$ cat src/rtl/serial_adder_ctrl_pkg.sv
// Shared definitions for the bit-serial adder controller: state encoding and
// the default operand width.
package serial_adder_ctrl_pkg;

  localparam int unsigned DEFAULT_WIDTH = 16;

  typedef enum logic [1:0] {
    IDLE = 2'b00,
    RUN  = 2'b01,
    DONE = 2'b10
  } state_t;

endpackage

$ cat src/rtl/serial_adder_ctrl_fa_cell.sv
// One-bit full-adder cell built from two half adders plus an OR for carry.
// Purely combinational; the serial controller time-multiplexes one instance.

module half_adder (
  input  logic a,
  input  logic b,
  output logic sum,
  output logic carry
);

  assign sum   = a ^ b;
  assign carry = a & b;

endmodule

module serial_fa_cell (
  input  logic a,
  input  logic b,
  input  logic carry_in,
  output logic sum,
  output logic carry_out
);

  logic partial_sum;
  logic partial_carry;
  logic second_carry;

  half_adder u_ha_ab (
    .a     (a),
    .b     (b),
    .sum   (partial_sum),
    .carry (partial_carry)
  );

  half_adder u_ha_cin (
    .a     (partial_sum),
    .b     (carry_in),
    .sum   (sum),
    .carry (second_carry)
  );

  assign carry_out = partial_carry | second_carry;

endmodule

$ cat src/rtl/serial_adder_ctrl.sv
// Bit-serial adder controller: one shared full-adder cell processes one bit
// per clock across a WIDTH-bit operand pair, with start/busy/done handshake.
// Optional macro SERIAL_ADDER_SUB_EN adds a `sub` input for a-b mode.
module serial_adder_ctrl
  import serial_adder_ctrl_pkg::*;
#(
  parameter int unsigned WIDTH = DEFAULT_WIDTH
) (
  input  logic             clk,
  input  logic             reset,
  input  logic             start,
  input  logic [WIDTH-1:0] a,
  input  logic [WIDTH-1:0] b,
`ifdef SERIAL_ADDER_SUB_EN
  input  logic             sub,
`endif
  output logic             busy,
  output logic             done,
  output logic [WIDTH-1:0] sum,
  output logic             carry_out
);

  localparam int unsigned IDX_W = $clog2(WIDTH) + 1;
  localparam logic [IDX_W-1:0] LAST_IDX = IDX_W'(WIDTH - 1);

  state_t           state;
  state_t           state_next;
  logic             accept;
  logic             last_bit;
  logic             sub_mode;
  logic [WIDTH-1:0] a_sr;
  logic [WIDTH-1:0] b_sr;
  logic [WIDTH-1:0] sum_shifted;
  logic             carry;
  logic             cell_sum;
  logic             cell_carry;
  logic [IDX_W-1:0] idx;

`ifdef SERIAL_ADDER_SUB_EN
  assign sub_mode = sub;
`else
  assign sub_mode = 1'b0;
`endif

  assign last_bit = (idx == LAST_IDX);
  assign busy     = (state == RUN);
  assign done     = (state == DONE);

  serial_fa_cell u_cell (
    .a         (a_sr[0]),
    .b         (b_sr[0]),
    .carry_in  (carry),
    .sum       (cell_sum),
    .carry_out (cell_carry)
  );

  // Next-state logic and start acceptance (only in IDLE or DONE).
  always_comb begin
    state_next = state;
    accept     = 1'b0;
    case (state)
      IDLE: begin
        if (start) begin
          accept     = 1'b1;
          state_next = RUN;
        end
      end
      RUN: begin
        if (last_bit) state_next = DONE;
      end
      DONE: begin
        if (start) begin
          accept     = 1'b1;
          state_next = RUN;
        end else begin
          state_next = IDLE;
        end
      end
      default: state_next = IDLE;
    endcase
  end

  // New sum bit enters at the MSB while earlier bits move toward the LSB;
  // written as shift-then-overwrite so WIDTH=1 needs no special case.
  always_comb begin
    sum_shifted            = sum >> 1;
    sum_shifted[WIDTH-1]   = cell_sum;
  end

  // State register.
  always_ff @(posedge clk or posedge reset) begin
    if (reset) state <= IDLE;
    else       state <= state_next;
  end

  // Operand capture on acceptance, one bit processed per RUN cycle.
  always_ff @(posedge clk or posedge reset) begin
    if (reset) begin
      a_sr      <= '0;
      b_sr      <= '0;
      sum       <= '0;
      carry     <= 1'b0;
      carry_out <= 1'b0;
      idx       <= '0;
    end else if (accept) begin
      a_sr  <= a;
      b_sr  <= sub_mode ? ~b : b;
      carry <= sub_mode;
      idx   <= '0;
    end else if (state == RUN) begin
      a_sr  <= a_sr >> 1;
      b_sr  <= b_sr >> 1;
      sum   <= sum_shifted;
      carry <= cell_carry;
      idx   <= idx + IDX_W'(1);
      if (last_bit) carry_out <= cell_carry;
    end
  end

endmodule
$ cat config.mk
export PLATFORM = sky130hd
export DESIGN_NAME = serial_adder_ctrl
export DESIGN_NICKNAME = d
export VERILOG_FILES = /design/src/rtl/serial_adder_ctrl_pkg.sv /design/src/rtl/serial_adder_ctrl_fa_cell.sv /design/src/rtl/serial_adder_ctrl.sv
export SDC_FILE = /design/constraint.sdc
export NUM_CORES = 1
export LEC_CHECK = 0
export CAP_MARGIN = 15
export CORE_UTILIZATION = 30
export CTS_BUF_LIST = sky130_fd_sc_hd__clkbuf_2
export DETAILED_ROUTE_END_ITERATION = 7
export SKIP_LAST_GASP = 1
export SLEW_MARGIN = 0
export SYNTH_ARGS = -nofsm -noshare
export SYNTH_HDL_FRONTEND = slang
export SYNTH_SLANG_ARGS = --single-unit
export TNS_END_PERCENT = 30
$ cat constraint.sdc
create_clock -name clk -period 2.8 [get_ports clk]
set_clock_uncertainty 0.15 [all_clocks]
set_input_delay 0.7 -clock clk [delete_from_list [all_inputs] [get_ports clk]]
set_output_delay 0.7 -clock clk [all_outputs]
set_load 0.05 [all_outputs]
==> qor.txt, run 1 <==
Top-area cell type share of the netlist area: 59.0%
Unique masters post-synth: 29
Hold wc startpoint: idx[3]
Placed cell areas: 3040 um^2
Required time of the critical path: 1.95 ns
Clk pin slew, worst setup/hold paths: 0.17 ns
YS warnings: 0
Status: completed
CP Launch Point: sum[6]
Startpoint Class: register
Post-Place Worst Slack: 0.556 ns
Worst Path Max Fanout: 3
Post-synth design cell area: 2420 um^2
Unrepaired setup endpoints after global routing: false
Clk sinks: 57
Max-Cap Viols: 0
Largest net degree at the start of global routing: 58
Critical path class: register to output pin
Crit path cell chain: clkdlybuf4s50_1
Synthesis-to-finish area growth: 29.3%
Top Ports: 54
Syn Inst Count: 248
Slowest-stage cell, CP: clkdlybuf4s50_1
Comb power frac: 46.1%
Post-synth EDFFs: 0
CP arrival: 1.69 ns
Initial antenna violation count: 0
Clk root buf: clkbuf_2
CTS max path bufs: 2
Slew margin rel.: 63.1%
DR DRC count: 0
Most numerous cell in the Yosys netlist: nand2_1
Mux cell area share after synthesis: 1.04%
Synth area leader: dfrtp_1
Share of layout cells above drive strength 1: 9.18%
Ys flop type: dfrtp_1
CP Capture Type: output pin
Fmax: 394 MHz
Final Hold Fails: 0
Initial DRC count: 132
GRT Overall Usage: 14.3%
Sw Share: 44.4%
Worst hold path type: register to register
I/O Buffers: 53
Gpl congestion: 0.691
DRT antenna net count: 0
Final setup viols: 0
Chip width: 91.7 um
Vias post-DR: 1,931
Vias/cell: 4.74
Reg2Reg Launch Point: state[1]
Die area: 8420 um^2
Commonest cells post-synth: 70 x nand2_1, 57 x dfrtp_1, 19 x nor2_1
Sequential power share: 41.4%
Buffers plus inverters on the worst setup path: 1
Clock Power Share: 12.5%
Max incr delay on CP: 0.81 ns
Row cnt: 32
Setup TNS: 0 ns
First-pass GRT wire length: 9.29 mm
Final worst setup slack: 0.262 ns
Syn Nets: 286
Wire per inst: 13.7 um
Minimum clock period: 2.54 ns
Core Util, Final: 40.2%
Psw: 1.52 mW
Hold_ws: 0.334 ns
Worst vdd ir: 0.725 mV
Synth Area in XOR/XNOR: 0.363%
Die Ht: 91.7 um
CP top delay family: buffers and inverters
Initial Util: 31.1%
Vias in the first global route: 1,937
Fin area: 3120 um^2
Nets@finish: 338
Drt pass-1 iters: 4
Slew Limit Fails: 0
Post-synth ARST share: 100%
Cell Pwr Density: 1090 nW/um^2
Grt total ovfl: 0
Worst-Margin Slew: 0.553 ns
Core area: 7770 um^2
CTS HTree Levels: 3
Synth Area in Compound Gates: 10.4%
CTS tree: built
Adder-cell share of the synthesized area: 1.86%
CTS buffer count: 9
Clk_lat worst skew: 0.46 ns
Leakage Power: 1.41 nW
Count of state elements after synthesis: 57
Syn Area/Cell: 9.74 um^2
Routed WL: 5.58 mm
Largest family of logic cells by synthesized area: simple AND/OR/NAND/NOR gates
Final worst-path cycle share: 90.6%
Post-Synth Simple-Gate Area: 22.1%
DP HPWL: 3.27 mm
Synth top area cells: dfrtp_1 59%, nand2_1 11%, a22oi_1 4.0%
Hold Buf Count CTS: 0
Post-synthesis sequential area ratio: 59.0%
P_int: 1.90 mW
Ant diodes: 0
per-stage QoR:
stage | power (mW) | std cells
final | 3.42 | 407
after global routing | 3.68 | 407
after CTS | 3.46 | 407
after detailed placement | 3.02 | 391
after global placement | 2.99 | 391
after floorplan | 2.56 | 248
final cells by class:
type | count | area [um^2]
sequential | 57 | 1430
tap | 102 | 128
inverter | 3 | 13.8
timing repair buffer | 60 | 604
clock buffer | 10 | 50.0
multi-input combinational | 169 | 867
clock inverter | 6 | 35.0
fill | 802 | 4640
path summary, 6_finish.rpt:
kind	to	slack (ns)	cells after the start
min	idx[3]	0.33	1
min reg2reg	idx[3]	0.33	1
max in group asynchronous	a_sr[0]	1.78	3
max	sum[6]	0.26	1
max reg2reg	a_sr[14]	1.08	5
min in group asynchronous	sum[8]	0.43	3
placed cells by master (no fill, tap or decap):
| master | Yosys | layout |
|---|---|---|
| dfrtp_1 | 57 | 57 |
| inv_4 | 1 | 1 |
| clkdlybuf4s50_1 | 0 | 51 |
| dlygate4sd2_1 | 0 | 1 |
| nor3_1 | 15 | 15 |
| nor2b_2 | 0 | 1 |
| a22o_1 | 2 | 2 |
| buf_4 | 6 | 6 |
| and3_1 | 1 | 1 |
| ha_1 | 2 | 2 |
| nand3b_1 | 1 | 1 |
| inv_1 | 2 | 1 |
| xor2_1 | 1 | 1 |
| clkbuf_2 | 0 | 10 |
| nand3_1 | 14 | 14 |
| mux2i_1 | 1 | 1 |
| buf_12 | 0 | 2 |
| nand4_1 | 1 | 1 |
| clkinvlp_4 | 0 | 3 |
| nand2_1 | 70 | 70 |
| clkinv_2 | 0 | 1 |
| o22ai_1 | 15 | 15 |
| clkinv_1 | 0 | 2 |
| nand2b_2 | 0 | 1 |
| nor2_1 | 19 | 19 |
| nor2b_1 | 2 | 1 |
| nand2b_1 | 2 | 1 |
| a31oi_1 | 2 | 2 |
| and2_4 | 1 | 1 |
| a22oi_1 | 13 | 13 |
| mux2_4 | 1 | 1 |
| a21oi_1 | 2 | 2 |
| inv_2 | 0 | 1 |
| fa_1 | 1 | 1 |
| o21ai_0 | 2 | 2 |
| o2bb2ai_1 | 1 | 1 |
power groups by stage:
| stage | logic [mW] | registers, mW | clock network (mW) |
|---|---|---|---|
| after floorplan | 0.826 | 1.73 | 0 |
| after CTS | 1.60 | 1.42 | 0.450 |
| after global routing | 1.73 | 1.46 | 0.488 |
| final | 1.58 | 1.41 | 0.428 |
| after detailed placement | 1.59 | 1.43 | 0 |
| after global placement | 1.56 | 1.42 | 0 |
what timing repair did:
action                     in CTS  in global routing
setup endpoints to repair       1                  0
buffers inserted                0                  0
gates resized for setup         1                  0
layer usage:
layer,vias up,GRT usage [%],wire length [um]
li1,944,-,-
met1,933,17.3,2600
met2,48,23.5,2530
met3,6,6.30,390
met4,0,3.52,54
met5,-,0,0
state kept, by name, summed over array words and instances, names as in the netlist:
register / flops
carry_out: 1
state: 2
idx: 5
sum: 16
a_sr: 16
b_sr: 16
carry: 1
cells by family (layout without fill, tap and decap cells):
| logic type | Yosys count | after routing |
|---|---|---|
| AND/OR/NAND/NOR | 126 | 126 |
| flip-flops | 57 | 57 |
| AO/OA/AOI/OAI | 37 | 37 |
| buffers and inverters | 22 | 79 |
| adder cells (fa/ha/maj) | 3 | 3 |
| multiplexers | 2 | 2 |
| XOR/XNOR | 1 | 1 |
(Power assumes the default switching activity.)
==> run 2: changes to the inputs <==
--- a/config.mk
+++ b/config.mk
@@ -9,6 +9,7 @@
 export CORE_UTILIZATION = 30
 export CTS_BUF_LIST = sky130_fd_sc_hd__clkbuf_2
 export DETAILED_ROUTE_END_ITERATION = 7
+export RECOVER_POWER = 25
 export SKIP_LAST_GASP = 1
 export SLEW_MARGIN = 0
 export SYNTH_ARGS = -nofsm -noshare
==> qor.txt, run 2 (synthesized netlist as in run 1, its figures left out) <==
CTS tree: built
P_int: 1.90 mW
Unrepaired setup endpoints after global routing: false
Chip width: 91.7 um
Synthesis-to-finish area growth: 28.7%
Largest net degree at the start of global routing: 58
Critical path class: register to output pin
Wire per inst: 13.7 um
CTS HTree Levels: 3
Gpl congestion: 0.691
Row cnt: 32
Worst hold path type: register to register
Routed WL: 5.57 mm
Die area: 8420 um^2
Psw: 1.52 mW
Clk root buf: clkbuf_2
Ant diodes: 0
Crit path cell chain: clkdlybuf4s50_1
First-pass GRT wire length: 9.29 mm
CP arrival: 1.69 ns
Initial antenna violation count: 0
Slew margin rel.: 5.92%
Vias post-DR: 1,934
Clock Power Share: 12.5%
Vias in the first global route: 1,937
Cell Count, Final, Fillers Out: 407
Top Ports: 54
Slowest-stage cell, CP: clkdlybuf4s50_1
CTS buffer count: 9
Final Hold Fails: 0
Final setup viols: 0
Final worst-path cycle share: 90.6%
Post-CTS Setup Repair Bufs: 0
Most common cell after layout, fill and taps aside: nand2_1
Clk_lat worst skew: 0.47 ns
Sequential power share: 41.4%
Max incr delay on CP: 0.81 ns
Die Ht: 91.7 um
Core area: 7770 um^2
Most frequent cells in the layout: 70 x nand2_1, 57 x dfrtp_1, 50 x clkdlybuf4s50_1
Total power: 3.42 mW
Placed cells: 391
I/O Buffers: 53
Max-Cap Viols: 0
Minimum clock period: 2.54 ns
Clk sinks: 57
Worst vdd ir: 0.724 mV
Required time of the critical path: 1.95 ns
CTS max path bufs: 2
Grt total ovfl: 0
Initial Util: 31.1%
Fmax: 394 MHz
Cell Pwr Density: 1100 nW/um^2
DRT antenna net count: 0
DP HPWL: 3.27 mm
DR DRC count: 0
Buffers plus inverters on the worst setup path: 1
Nets@finish: 338
CP Capture Type: output pin
CP top delay family: buffers and inverters
Leakage Power: 1.40 nW
Drt pass-1 iters: 4
Startpoint Class: register
Worst Path Max Fanout: 3
Share of layout cells above drive strength 1: 8.85%
Comb power frac: 46.1%
Sw Share: 44.4%
Vias/cell: 4.75
Biggest regs: a_sr: 16 flops, b_sr: 16 flops, sum: 16 flops
Initial DRC count: 129
Setup TNS: 0 ns
GRT Overall Usage: 14.3%
Clk pin slew, worst setup/hold paths: 0.17 ns
Worst-Margin Slew: 1.41 ns
Slew Limit Fails: 0
Status: completed
==> run 2: cell count changes in the layout (fill, tap and decap cells not counted), sizes merged <==
| cell | delta |
|---|---|
| clkinv | +1 |
| inv | -1 |
| buf | -1 |
| dlygate4sd3 | +1 |
| clkdlybuf4s50 | -1 |
| clkbuf | +1 |
==> run 2: final cells by class <==
cell class	instances	area (um^2)
Clock inverter	6	35.0
Clock buffer	10	50.0
Fill cell	804	4660
Inverter	3	13.8
Timing Repair Buffer	60	589
Sequential cell	57	1430
Multi-Input combinational cell	169	867
Tap cell	102	128
==> run 2: routing by layer <==
metal  routed length (um)  vias to the layer above  track usage [%]
met5                    0                        -                0
met4                   54                        0             3.52
met3                  376                        6             6.30
met2                 2530                       46             23.5
met1                 2610                      937             17.3
li1                     -                      945                -
==> run 2: final timing paths <==
check	cells past startpoint	end	from	slack (ns)
max reg2reg	5	carry_out	idx[0]	1.07
max	1	sum[6]	sum[6]	0.26
min reg2reg	1	idx[3]	idx[3]	0.33
min in group asynchronous	3	sum[7]	reset	0.99
max in group asynchronous	3	a_sr[0]	reset	0.65
min	1	idx[3]	idx[3]	0.33
==> run 2: stage by stage <==
stage                     hold WS (ns)  cell area (um^2)  util, %  worst slack, ns
final                            0.334              3110     40.0            0.264
after global routing             0.362              3110     40.0            0.136
after CTS                        0.337              3120     40.2            0.208
after detailed placement         0.313              3040     39.1            0.556
after global placement           0.312              3040     39.1            0.559
after floorplan                  0.287              2420        -            0.550
==> run 2: power groups by stage <==
stage	Clock (mW)	Sequential, mW	Combinational, mW
after global routing	0.488	1.46	1.73
after detailed placement	0	1.43	1.59
after CTS	0.450	1.42	1.60
after floorplan	0	1.73	0.826
after global placement	0	1.42	1.56
final	0.426	1.41	1.57
==> run 2: repair_timing <==
action	CTS	global route
gates resized for setup	1	0
setup endpoints to repair	1	0
hold buffers	0	0
==> run 3: changes to the inputs <==
--- a/config.mk
+++ b/config.mk
@@ -10,7 +10,6 @@
 export CTS_BUF_LIST = sky130_fd_sc_hd__clkbuf_2
 export DETAILED_ROUTE_END_ITERATION = 7
 export RECOVER_POWER = 25
-export SKIP_LAST_GASP = 1
 export SLEW_MARGIN = 0
 export SYNTH_ARGS = -nofsm -noshare
 export SYNTH_HDL_FRONTEND = slang
==> constraint.sdc (replaced) <==
create_clock -name clk -period 2.8 [get_ports clk]
set_clock_uncertainty 0.15 [all_clocks]
set_input_delay 0.56 -clock clk [delete_from_list [all_inputs] [get_ports clk]]
set_output_delay 0.56 -clock clk [all_outputs]
set_load 0.05 [all_outputs]
==> qor.txt, run 3 (synthesized netlist as in run 1, its figures left out) <==
Reg2reg setup slack: 0.98 ns
Initial antenna violation count: 0
CP Launch Point: state[0]
DP HPWL: 3.21 mm
DR DRC count: 0
Hold_ws: 0.344 ns
Top Ports: 54
Core area: 7770 um^2
Worst r2r path cells: 5
Post-CTS Setup Repair Bufs: 0
Hold EP: idx[3]
Drt pass-1 iters: 4
R2R Path End: idx[3]
Clk pin slew, worst setup/hold paths: 0.15 ns
Worst vdd ir: 0.822 mV
Row cnt: 32
Final setup viols: 0
Routed WL: 5.43 mm
Vias post-DR: 1,916
Hold Path Depth: 1
Hold Buf Count CTS: 0
Sw Share: 41.6%
I/O Buffers: 53
CTS buffer count: 9
Chip width: 91.7 um
Initial Util: 31.1%
Initial DRC count: 77
Clk sinks: 57
Nets@finish: 337
Wire per inst: 13.4 um
Ant diodes: 0
Max-Cap Viols: 0
Largest net degree at the start of global routing: 58
Core Util, Final: 40.6%
Leakage Power: 1.42 nW
Worst hold path type: register to register
Worst-Margin Slew: 1.43 ns
Psw: 1.48 mW
GRT Overall Usage: 14.0%
Required time of the critical path: 2.09 ns
Slew Limit Fails: 0
Reg2Reg Launch Point: state[1]
Final Hold Fails: 0
Vias in the first global route: 1,919
Most common cell after layout, fill and taps aside: nand2_1
Number of gates resized after cts: 0
Most frequent cells in the layout: 70 x nand2_1, 57 x dfrtp_1, 51 x clkdlybuf4s50_1
CTS HTree Levels: 3
P_int: 2.08 mW
Cell Pwr Density: 1130 nW/um^2
CP Capture Type: output pin
Fmax: 390 MHz
CTS max path bufs: 2
Synthesis-to-finish area growth: 30.5%
Minimum clock period: 2.57 ns
Biggest regs: a_sr: 16 flops, b_sr: 16 flops, sum: 16 flops
Clk_lat worst skew: 0.46 ns
Final worst-path cycle share: 91.6%
Clk root buf: clkbuf_2
Share of layout cells above drive strength 1: 7.92%
Sequential power share: 39.7%
Slew margin rel.: 4.71%
CTS tree: built
CP arrival: 1.86 ns
Hold wc startpoint: idx[3]
Comb power frac: 44.1%
Die area: 8420 um^2
First-pass GRT wire length: 9.07 mm
Clock Power Share: 16.2%
Critical path class: register to output pin
Worst Path Max Fanout: 5
DRT antenna net count: 0
Unrepaired setup endpoints after global routing: false
Die Ht: 91.7 um
Startpoint Class: register
Gpl congestion: 0.685
Setup TNS: 0 ns
Grt total ovfl: 0
Vias/cell: 4.73
Status: completed
[run 3: cell count changes in the layout (fill, tap and decap cells not counted), sizes merged]
cell / before / now
buf: 7 / 6
bufinv: 0 / 2
clkdlybuf4s50: 50 / 51
clkinvlp: 3 / 0
dlygate4sd2: 1 / 0
[run 3: worst max-delay path by stage]
stage	end	slack, ns	cells past startpoint
final	done	0.23	2
after global routing	done	0.1	2
after CTS	done	0.15	2
after detailed placement	a_sr[0]	0.69	5
after global placement	a_sr[2]	0.68	5
after floorplan	a_sr[0]	0.69	1
[run 3: power by group through the flow]
| stage | clock network [mW] | logic, mW | registers [mW] |
|---|---|---|---|
| global route | 0.640 | 1.72 | 1.46 |
| floorplan | 0 | 0.826 | 1.73 |
| finish | 0.577 | 1.57 | 1.41 |
| global placement | 0 | 1.57 | 1.42 |
| CTS | 0.602 | 1.60 | 1.42 |
| detailed placement | 0 | 1.58 | 1.43 |
[run 3: routing by layer]
| metal | wire length, um | vias to the layer above | global-route usage, % |
|---|---|---|---|
| li1 | - | 941 | - |
| met1 | 2550 | 921 | 17.1 |
| met2 | 2470 | 47 | 22.7 |
| met3 | 344 | 7 | 5.80 |
| met4 | 62 | 0 | 3.91 |
| met5 | 0 | - | 0 |
[run 3: metrics by stage]
step	instance area (um^2)	setup slack, ns	instances	power, mW
2_1_floorplan	2420	0.690	248	2.56
3_3_place_gp	3050	0.685	390	2.99
3_5_place_dp	3050	0.688	390	3.01
4_1_cts	3170	0.150	405	3.62
5_1_grt	3150	0.0986	405	3.83
6_report	3150	0.234	405	3.56
[run 3: critical path, stage by stage (launching register included)]
cell             delay [ns]
dfrtp_1                0.46
nor2b_1                0.14
clkdlybuf4s50_1        0.81
[run 3: final cells by class]
| class | count | area [um^2] |
|---|---|---|
| clock buffer | 10 | 50.0 |
| clock inverter | 5 | 71.3 |
| fill | 814 | 4620 |
| inverter | 3 | 13.8 |
| multi-input combinational | 169 | 867 |
| sequential | 57 | 1430 |
| tap | 102 | 128 |
| timing repair buffer | 59 | 596 |
